[config.mk]
export PLATFORM = sky130hd
export DESIGN_NAME = alu_seq_core
export DESIGN_NICKNAME = d
export VERILOG_FILES = /design/src/rtl/alu_seq_core.sv
export SDC_FILE = /design/constraint.sdc
export NUM_CORES = 1
export LEC_CHECK = 0
export CORE_UTILIZATION = 53
export DETAILED_ROUTE_END_ITERATION = 8
export GPL_ROUTABILITY_DRIVEN = 0
export PLACE_DENSITY = 0.73
export SETUP_SLACK_MARGIN = 0.5
export SLEW_MARGIN = 10
export SYNTH_ARGS = -nofsm -noshare
export SYNTH_HDL_FRONTEND = slang
export SYNTH_SLANG_ARGS = --single-unit
[constraint.sdc]
create_clock -name clk -period 10.5 [get_ports clk]
set_input_delay 1.05 -clock clk [delete_from_list [all_inputs] [get_ports clk]]
set_output_delay 1.05 -clock clk [all_outputs]
set_load 0.1 [all_outputs]
[src/rtl/alu_seq_core.sv]
// Registered, handshaked ALU: single-cycle arithmetic/logic ops plus an iterative restoring divider.
// Results and flags are held in output registers until the consumer takes them.
module alu_seq_core #(
  parameter int unsigned WIDTH     = 16,
  parameter int unsigned SHIFT_AMT = 1
) (
  input  logic             clk,
  input  logic             rst_n,
  input  logic             in_valid,
  output logic             in_ready,
  input  logic [3:0]       opcode,
  input  logic [WIDTH-1:0] op_a,
  input  logic [WIDTH-1:0] op_b,
  output logic             out_valid,
  input  logic             out_ready,
  output logic [WIDTH-1:0] result,
  output logic [WIDTH-1:0] result_hi,
  output logic             carry,
  output logic             overflow,
  output logic             zero,
  output logic             div_zero,
  output logic             busy
);

  localparam int unsigned CntW = $clog2(WIDTH);

  typedef enum logic [3:0] {
    OpAdd  = 4'h0, OpSub  = 4'h1, OpMul  = 4'h2, OpDiv  = 4'h3,
    OpShl  = 4'h4, OpShr  = 4'h5, OpRol  = 4'h6, OpRor  = 4'h7,
    OpAnd  = 4'h8, OpOr   = 4'h9, OpXor  = 4'hA, OpNor  = 4'hB,
    OpNand = 4'hC, OpXnor = 4'hD, OpGt   = 4'hE, OpEq   = 4'hF
  } op_e;

  typedef enum logic [1:0] {StIdle, StExec, StDiv, StOut} state_e;

  state_e            state_q, state_d;
  op_e               op_q, op_d;
  logic [WIDTH-1:0]  a_q, a_d;
  logic [WIDTH-1:0]  b_q, b_d;
  logic [WIDTH-1:0]  rem_q, rem_d;
  logic [CntW-1:0]   cnt_q, cnt_d;
  logic [WIDTH-1:0]  result_q, result_d;
  logic [WIDTH-1:0]  result_hi_q, result_hi_d;
  logic              carry_q, carry_d;
  logic              overflow_q, overflow_d;
  logic              zero_q, zero_d;
  logic              div_zero_q, div_zero_d;

  logic              accept;
  logic              new_is_div;
  logic [WIDTH:0]    sum, diff;
  logic [2*WIDTH-1:0] prod;
  logic [WIDTH:0]    div_shift, div_trial;
  logic              div_bit;
  logic [WIDTH-1:0]  ex_res, ex_hi;
  logic              ex_c, ex_ov, ex_dz;

  assign in_ready   = (state_q == StIdle) | ((state_q == StOut) & out_ready);
  assign accept     = in_valid & in_ready;
  // Divide by zero skips the iteration and is formatted directly in EXEC.
  assign new_is_div = (opcode == OpDiv) & (op_b != '0);

  assign out_valid  = (state_q == StOut);
  assign busy       = (state_q == StDiv);
  assign result     = result_q;
  assign result_hi  = result_hi_q;
  assign carry      = carry_q;
  assign overflow   = overflow_q;
  assign zero       = zero_q;
  assign div_zero   = div_zero_q;

  // Restoring divide step: a_q shifts the dividend out MSB-first and the quotient in LSB-first.
  always_comb begin
    div_shift = {rem_q, a_q[WIDTH-1]};
    div_trial = div_shift - {1'b0, b_q};
    div_bit   = ~div_trial[WIDTH];
  end

  always_comb begin
    sum    = {1'b0, a_q} + {1'b0, b_q};
    diff   = {1'b0, a_q} - {1'b0, b_q};
    prod   = {{WIDTH{1'b0}}, a_q} * {{WIDTH{1'b0}}, b_q};
    ex_res = '0;
    ex_hi  = '0;
    ex_c   = 1'b0;
    ex_ov  = 1'b0;
    ex_dz  = 1'b0;
    unique case (op_q)
      OpAdd: begin
        ex_res = sum[WIDTH-1:0];
        ex_c   = sum[WIDTH];
        ex_ov  = (a_q[WIDTH-1] == b_q[WIDTH-1]) & (sum[WIDTH-1] != a_q[WIDTH-1]);
      end
      OpSub: begin
        ex_res = diff[WIDTH-1:0];
        ex_c   = diff[WIDTH];
        ex_ov  = (a_q[WIDTH-1] != b_q[WIDTH-1]) & (diff[WIDTH-1] != a_q[WIDTH-1]);
      end
      OpMul: begin
        ex_res = prod[WIDTH-1:0];
        ex_hi  = prod[2*WIDTH-1:WIDTH];
      end
      OpDiv: begin
        if (b_q == '0) begin
          ex_res = '1;
          ex_hi  = a_q;
          ex_dz  = 1'b1;
        end else begin
          ex_res = a_q;
          ex_hi  = rem_q;
        end
      end
      OpShl: begin
        ex_res = a_q << SHIFT_AMT;
        ex_c   = a_q[WIDTH-SHIFT_AMT];
      end
      OpShr: begin
        ex_res = a_q >> SHIFT_AMT;
        ex_c   = a_q[SHIFT_AMT-1];
      end
      OpRol: begin
        ex_res = (a_q << SHIFT_AMT) | (a_q >> (WIDTH - SHIFT_AMT));
        ex_c   = a_q[WIDTH-SHIFT_AMT];
      end
      OpRor: begin
        ex_res = (a_q >> SHIFT_AMT) | (a_q << (WIDTH - SHIFT_AMT));
        ex_c   = a_q[SHIFT_AMT-1];
      end
      OpAnd:  ex_res = a_q & b_q;
      OpOr:   ex_res = a_q | b_q;
      OpXor:  ex_res = a_q ^ b_q;
      OpNor:  ex_res = ~(a_q | b_q);
      OpNand: ex_res = ~(a_q & b_q);
      OpXnor: ex_res = ~(a_q ^ b_q);
      OpGt:   ex_res = {{(WIDTH-1){1'b0}}, (a_q > b_q)};
      OpEq:   ex_res = {{(WIDTH-1){1'b0}}, (a_q == b_q)};
      default: ex_res = '0;
    endcase
  end

  always_comb begin
    state_d     = state_q;
    op_d        = op_q;
    a_d         = a_q;
    b_d         = b_q;
    rem_d       = rem_q;
    cnt_d       = cnt_q;
    result_d    = result_q;
    result_hi_d = result_hi_q;
    carry_d     = carry_q;
    overflow_d  = overflow_q;
    zero_d      = zero_q;
    div_zero_d  = div_zero_q;

    if (accept) begin
      op_d    = op_e'(opcode);
      a_d     = op_a;
      b_d     = op_b;
      rem_d   = '0;
      cnt_d   = CntW'(WIDTH - 1);
      state_d = new_is_div ? StDiv : StExec;
    end else begin
      unique case (state_q)
        StIdle: state_d = StIdle;
        StDiv: begin
          a_d   = {a_q[WIDTH-2:0], div_bit};
          rem_d = div_bit ? div_trial[WIDTH-1:0] : div_shift[WIDTH-1:0];
          cnt_d = cnt_q - CntW'(1);
          // Final iteration hands off to EXEC, which formats quotient/remainder.
          if (cnt_q == '0) state_d = StExec;
        end
        StExec: state_d = StOut;
        StOut: begin
          if (out_ready) state_d = StIdle;
        end
        default: state_d = StIdle;
      endcase
    end

    if (state_q == StExec) begin
      result_d    = ex_res;
      result_hi_d = ex_hi;
      carry_d     = ex_c;
      overflow_d  = ex_ov;
      zero_d      = (ex_res == '0);
      div_zero_d  = ex_dz;
    end
  end

  always_ff @(posedge clk or negedge rst_n) begin
    if (!rst_n) begin
      state_q     <= StIdle;
      op_q        <= OpAdd;
      a_q         <= '0;
      b_q         <= '0;
      rem_q       <= '0;
      cnt_q       <= '0;
      result_q    <= '0;
      result_hi_q <= '0;
      carry_q     <= 1'b0;
      overflow_q  <= 1'b0;
      zero_q      <= 1'b0;
      div_zero_q  <= 1'b0;
    end else begin
      state_q     <= state_d;
      op_q        <= op_d;
      a_q         <= a_d;
      b_q         <= b_d;
      rem_q       <= rem_d;
      cnt_q       <= cnt_d;
      result_q    <= result_d;
      result_hi_q <= result_hi_d;
      carry_q     <= carry_d;
      overflow_q  <= overflow_d;
      zero_q      <= zero_d;
      div_zero_q  <= div_zero_d;
    end
  end

endmodule

* Word level (Yosys, flattened, before mapping)
Index checks and enable logic that the tools add are counted.
** Word-level totals
- Output and inout bits :: 39
- Input bits :: 40
- Register bits after elaboration :: 94
- Logic and storage cells :: 89
** Operators by class
- Multipliers :: 1
- Reductions and logical operators :: 10
- Eq/ne operators :: 26
- Bitwise gates (word level) :: 15
- Multiplexer cells :: 20
- Add/subtract/negate cells :: 4
- Order comparisons :: 1
** Operators by type and width (count)
- one-hot mux 16 bit (16 select lines) :: 1
- 2-to-1 mux 16 bit :: 7
- NOT 16 bit :: 3
- == test 4 bit, second input constant :: 8
- logical NOT 16 bit :: 2
- multiplier 16 x 16 -> 32 bit :: 1
- one-hot mux 16 bit (2 select lines) :: 1
- adder 16 x 16 -> 17 bit :: 1
- subtractor 16 x 16 -> 17 bit :: 1
- subtractor 17 x 16 -> 17 bit :: 1
- bitwise AND 16 bit :: 1
- == test 16 bit :: 1
- == test 4 x 3 -> 1 bit, second input constant :: 4
- greater-than comparator 16 bit :: 1
- bitwise OR 15 x 16 -> 16 bit :: 1
- bitwise OR 16 x 1 -> 16 bit :: 1
- bitwise OR 16 bit :: 1
- nonzero test 16 bit :: 1
- bitwise XOR 16 bit :: 1
- == test 4 x 2 -> 1 bit, second input constant :: 3
- logical NOT 4 bit :: 2
- 2-to-1 mux 2 bit :: 4
- 2-to-1 mux 4 bit :: 2
- one-hot mux 2 bit (4 select lines) :: 1
- 17 further kinds :: 27

* Depth between registers and ports, before layout
- Depth in word-level cells :: 6
- Depth in mapped cells :: 26
- Gate-level depth less buffers :: 24

* Least setup slack after synthesis
No wires, ideal clock.
- Kind :: reg2reg
- Start point :: reg a_q[7]
- End point :: reg result_hi_q[8], in the netlist result_hi[8]
- Data required time :: 10.368 ns
- Cell stages (with the launch flop) :: 25
- Library setup time :: 0.132 ns
- Path slack :: 4.187 ns
- Buffers on the path :: 2
- Arrival :: 6.181 ns
- Clock period less this slack :: 6.313 ns
- Cell sequence :: dfrtp_1 > clkbuf_1 > inv_1 > clkbuf_1 > nor2_1 > fa_1 > inv_1 > fa_1 > fa_1 > fa_1 > inv_1 > fa_1 > inv_1 > fa_1 > inv_1 > ha_1 > a21o_1 > a21o_1 > a21o_1 > a32oi_1 > o21ai_0 > a311oi_1 > a21oi_1 > xnor2_1 > o21ai_0
** On the way
- Word-level cells in the longest chain between the ends :: 2
** RTL lines
- start: declaration :: line 38 : logic [WIDTH-1:0] a_q, a_d;
- start signal: assignment :: line 194 : a_q <= '0;
- start signal: assignment :: line 207 : a_q <= a_d;
- multiplier 16 x 16 -> 32 bit :: line 82 : prod = {{WIDTH{1'b0}}, a_q} * {{WIDTH{1'b0}}, b_q};
- one-hot mux 16 bit (2 select lines) :: line 88 : unique case (op_q)
- end signal: assignment :: line 212 : result_hi_q <= result_hi_d;
- end: declaration :: line 43 : logic [WIDTH-1:0] result_hi_q, result_hi_d;
No other way between the ends.
A chain may end at the register's enable or synchronous reset.

* Worst setup path after layout
- Start point :: reg b_q[1]
- End point :: reg result_hi_q[8], in the netlist result_hi[8]
** On the way
- Word-level cells in the longest chain between the ends :: 3
- Elaborated cells on any way between the ends :: 4
- Those cells by class :: 1 x mul; 2 x mux; 1 x reduce/logical
** RTL lines
- start: declaration :: line 39 : logic [WIDTH-1:0] b_q, b_d;
- start signal: assignment :: line 195 : b_q <= '0;
- start signal: assignment :: line 208 : b_q <= b_d;
- parallel branches: the longest is 2 deep, another holds multiplier 16 x 16 -> 32 bit
- one-hot mux 16 bit (2 select lines) * :: line 88
Every way passes the cells marked *.

==> key figures <==
Clock tree
  • Clock insertion delay at the later pin of the skew report: 410 ps
  • Clock sink count: 94
  • Root buffer cell: clkbuf_16
  • Post-CTS Hold Buffers: 0
  • CTS-repair resized insts: 0
  • Cts bufs inserted: 9
  • Clock-pin slew on the worst setup and hold paths: 90 ps
  • H-tree Lvls: 3
  • Max clock buf depth: 2
  • Setup bufs post-CTS: 0
  • CTS tree: yes

Final layout
  • Fillers: ~2800
  • Area Overhead vs Synth: 6.712%
  • Footprint of the multi-input gates: about 13000 sq um
  • Nets: ~2500
  • Register area: 2354 sq um
  • # diodes: 0
  • Layout cells sized above 1: 0.04151
  • Finished Core Util: 0.5776

Yosys
  • Cell area after synthesis: between 15000 and 20000 sq um
  • Synth Area per Inst: 8.238 sq um
  • Count of state elements after synthesis: 94
  • Cells after Synth: 2084
  • Ys Warns: 0
  • Synth Flop Type: dfrtp_1
  • Post-synthesis cell type count: 91
  • Register area share after synthesis: 0.1370
  • Asr flop ratio synth: 1.000
  • Net Count, Synth: 2498
  • Post-synth EDFFs: 0

Route
  • Via count: 15978
  • Vias per cell: about 6.5
  • DRT iter0 DRCs: 1928
  • DRT Pass-1 Iters: 8
  • WL/cell: 23.38 um
  • WL final: between 50000 and 60000 um
  • DRC Markers: 0
  • Routed Antenna Nets: 0

Outcome
  • Status: finished clean

Critical path
  • CP bufs+invs: 3
  • Max stage delay on crit path: 790 ps
  • Crit path arrival time: roughly 7900 ps
  • Crit path cell chain: clkinv_1 > nor2_1 > fa_1 > fa_1 > ha_1 > fa_1 > inv_1 > fa_1 > fa_1 > inv_1 > ha_1 > or2_2 > and2_1 > o22a_1 > a32oi_1 > o21ai_0 > a311oi_1 > a21oi_1 > xnor2_1 > o21ai_0
  • Worst Path Class, Setup: reg -> reg
  • Critical path capture point type: register
  • Critical path's slowest cell: dfrtp_1
  • Worst EP required: 10810 ps
  • Largest fanout on the critical path: 14
  • Reg2Reg Setup Slack: between 2000 and 3000 ps
  • Type of origin of the critical path: register
  • Critical path's top delay family: adder cells
  • Cell mode on critical path: fa_1

Floorplanning
  • Die area: 33120 sq um
  • Row count: 65
  • Initial Utilization: 0.5413
  • Die width: 182.0 um
  • Area of the core: ~32000 sq um
  • I/O pin count: 79
  • Die Y: 182.0 um

STA
  • Final Cycle Share: 0.7254
  • Fmax achieved: 131.3 MHz
  • Post-route setup TNS: 0 ps
  • Worst slew pin tran: 1167 ps
  • Endpoints failing setup: 0
  • RSZ-0062 raised after global routing: no
  • Slew Limit Headroom: 0.2200
  • Max-slew violations: 0
  • Fin crit period: 7617 ps
  • Clk_skew: between 20 and 30 ps
  • Final worst slack: 2883 ps
  • Final Hold Viols: 0

Global route
  • GRT overflow: 0
  • Pin count of the biggest net entering global routing: 75
  • Vias in the first global route: roughly 16000
  • First-pass GRT wire length: 91380 um
  • Gr usage total: 0.3624
  • Initial antenna violation count: 0

Worst hold path
  • Hold crit path type: reg -> reg

Place
  • DP HPWL: between 40000 and 50000 um
  • Post-place setup slack: 3140 ps
  • I/O Buffers: 78

Flow run
  • Max cap viols: 0
==> cell usage in the layout (no fill, tap or decap), drive strengths merged, types with 15 or more instances in the layout <==
cell type,count
o22ai,16
inv,321
nor2,203
a21oi,102
nand2b,19
fa,196
nand3,26
nor2b,17
clkdlybuf4s50,77
o221ai,17
xor2,15
xnor2,37
nand4,16
nor3,24
o21ai,102
nor4,19
mux2i,53
nand2,233
buf,21
dfrtp,94
a21o,25
o21a,18
o211ai,17
ha,178
==> cells by family (layout without fill, tap and decap cells) <==
kind of cell             Yosys count  count (layout)  share of synthesized area
AND/OR/NAND/NOR                  611             611                     0.1613
multiplexers                      61              61                    0.03615
XOR/XNOR                          52              52                    0.02653
AO/OA/AOI/OAI                    438             438                     0.1740
buffers and inverters            454             442                     0.1068
adder cells (fa/ha/maj)          374             374                     0.3583
flip-flops                        94              94                     0.1370
==> sequential cells by signal, indices dropped and copies added (netlist names) <==
register / count
a_q: 16
b_q: 16
rem_q: 16
result: 16
result_hi: 16
cnt_q: 4
op_q: 4
state_q: 2
carry: 1
div_zero: 1
overflow: 1
zero: 1
==> final timing paths <==
check	cells past startpoint	to	from
max in group asynchronous	2	a_q[7]$_DFFE_PN0P_	rst_n
setup / recovery	20	result_hi[8]$_DFFE_PN0N_	b_q[1]$_DFFE_PN0P_
hold reg to reg	2	result[3]$_DFFE_PN0N_	result[3]$_DFFE_PN0N_
setup reg to reg	20	result_hi[8]$_DFFE_PN0N_	b_q[1]$_DFFE_PN0P_
hold / removal	2	result[3]$_DFFE_PN0N_	result[3]$_DFFE_PN0N_
min in group asynchronous	1	result_hi[15]$_DFFE_PN0N_	rst_n
==> worst min-delay path, cell delays in order (launching register included) <==
cell and delay [ps]:
dfrtp_1 350, nand2_1 50, o31ai_1 50
==> area by class of cell <==
cell class / instances / share of cell area
tap: 402 / 0.02745
inverter: 328 / 0.06720
clock inverter: 7 / 0.004371
clock buffer: 9 / 0.01229
timing repair buffer: 98 / 0.05067
multi-input combinational: 1536 / 0.7096
sequential: 94 / 0.1285
==> layer usage <==
| layer | global-route usage | wire, um | up-vias |
|---|---|---|---|
| met2 | 0.5631 | 25620 | 1101 |
| met5 | 0 | 0 | - |
| met4 | 0.1956 | 3553 | 0 |
| met3 | 0.09306 | 6623 | 262 |
| li1 | - | - | 6915 |
| met1 | 0.4637 | 22040 | 7700 |
==> cells in the mapped netlist, types with 12 or more instances <==
cell	instances	area share
o31ai_1	12	0.0052
xnor2_1	37	0.019
o22ai_1	16	0.0058
o21a_1	18	0.0079
o221ai_1	16	0.0082
nand2b_1	19	0.0069
a21o_1	25	0.011
o211ai_1	16	0.0070
inv_1	314	0.069
nor3_1	24	0.0070
mux2i_1	53	0.031
nor2b_1	17	0.0062
a21oi_1	102	0.030
fa_1	196	0.23
ha_1	178	0.13
nand3_1	26	0.0076
nor2_1	203	0.044
dfrtp_1	94	0.14
nand4_1	15	0.0055
clkbuf_1	78	0.017
nor4_1	18	0.0066
nand2_1	233	0.051
buf_2	24	0.0070
xor2_1	15	0.0077
a211oi_1	12	0.0052
o21ai_0	100	0.029
==> through the flow <==
step           hold slack (ps)  area [sq um]  std cells
6_report                 490.9         18320       2474
2_1_floorplan            488.9         17170       2084
5_1_grt                  509.8         18320       2474
4_1_cts                  495.6         18320       2474
3_3_place_gp             463.8         18020       2458
3_5_place_dp             467.7         18020       2458
Power is not shown: default switching activity piles up to over one toggle a cycle in this logic, so the estimate is an artifact.
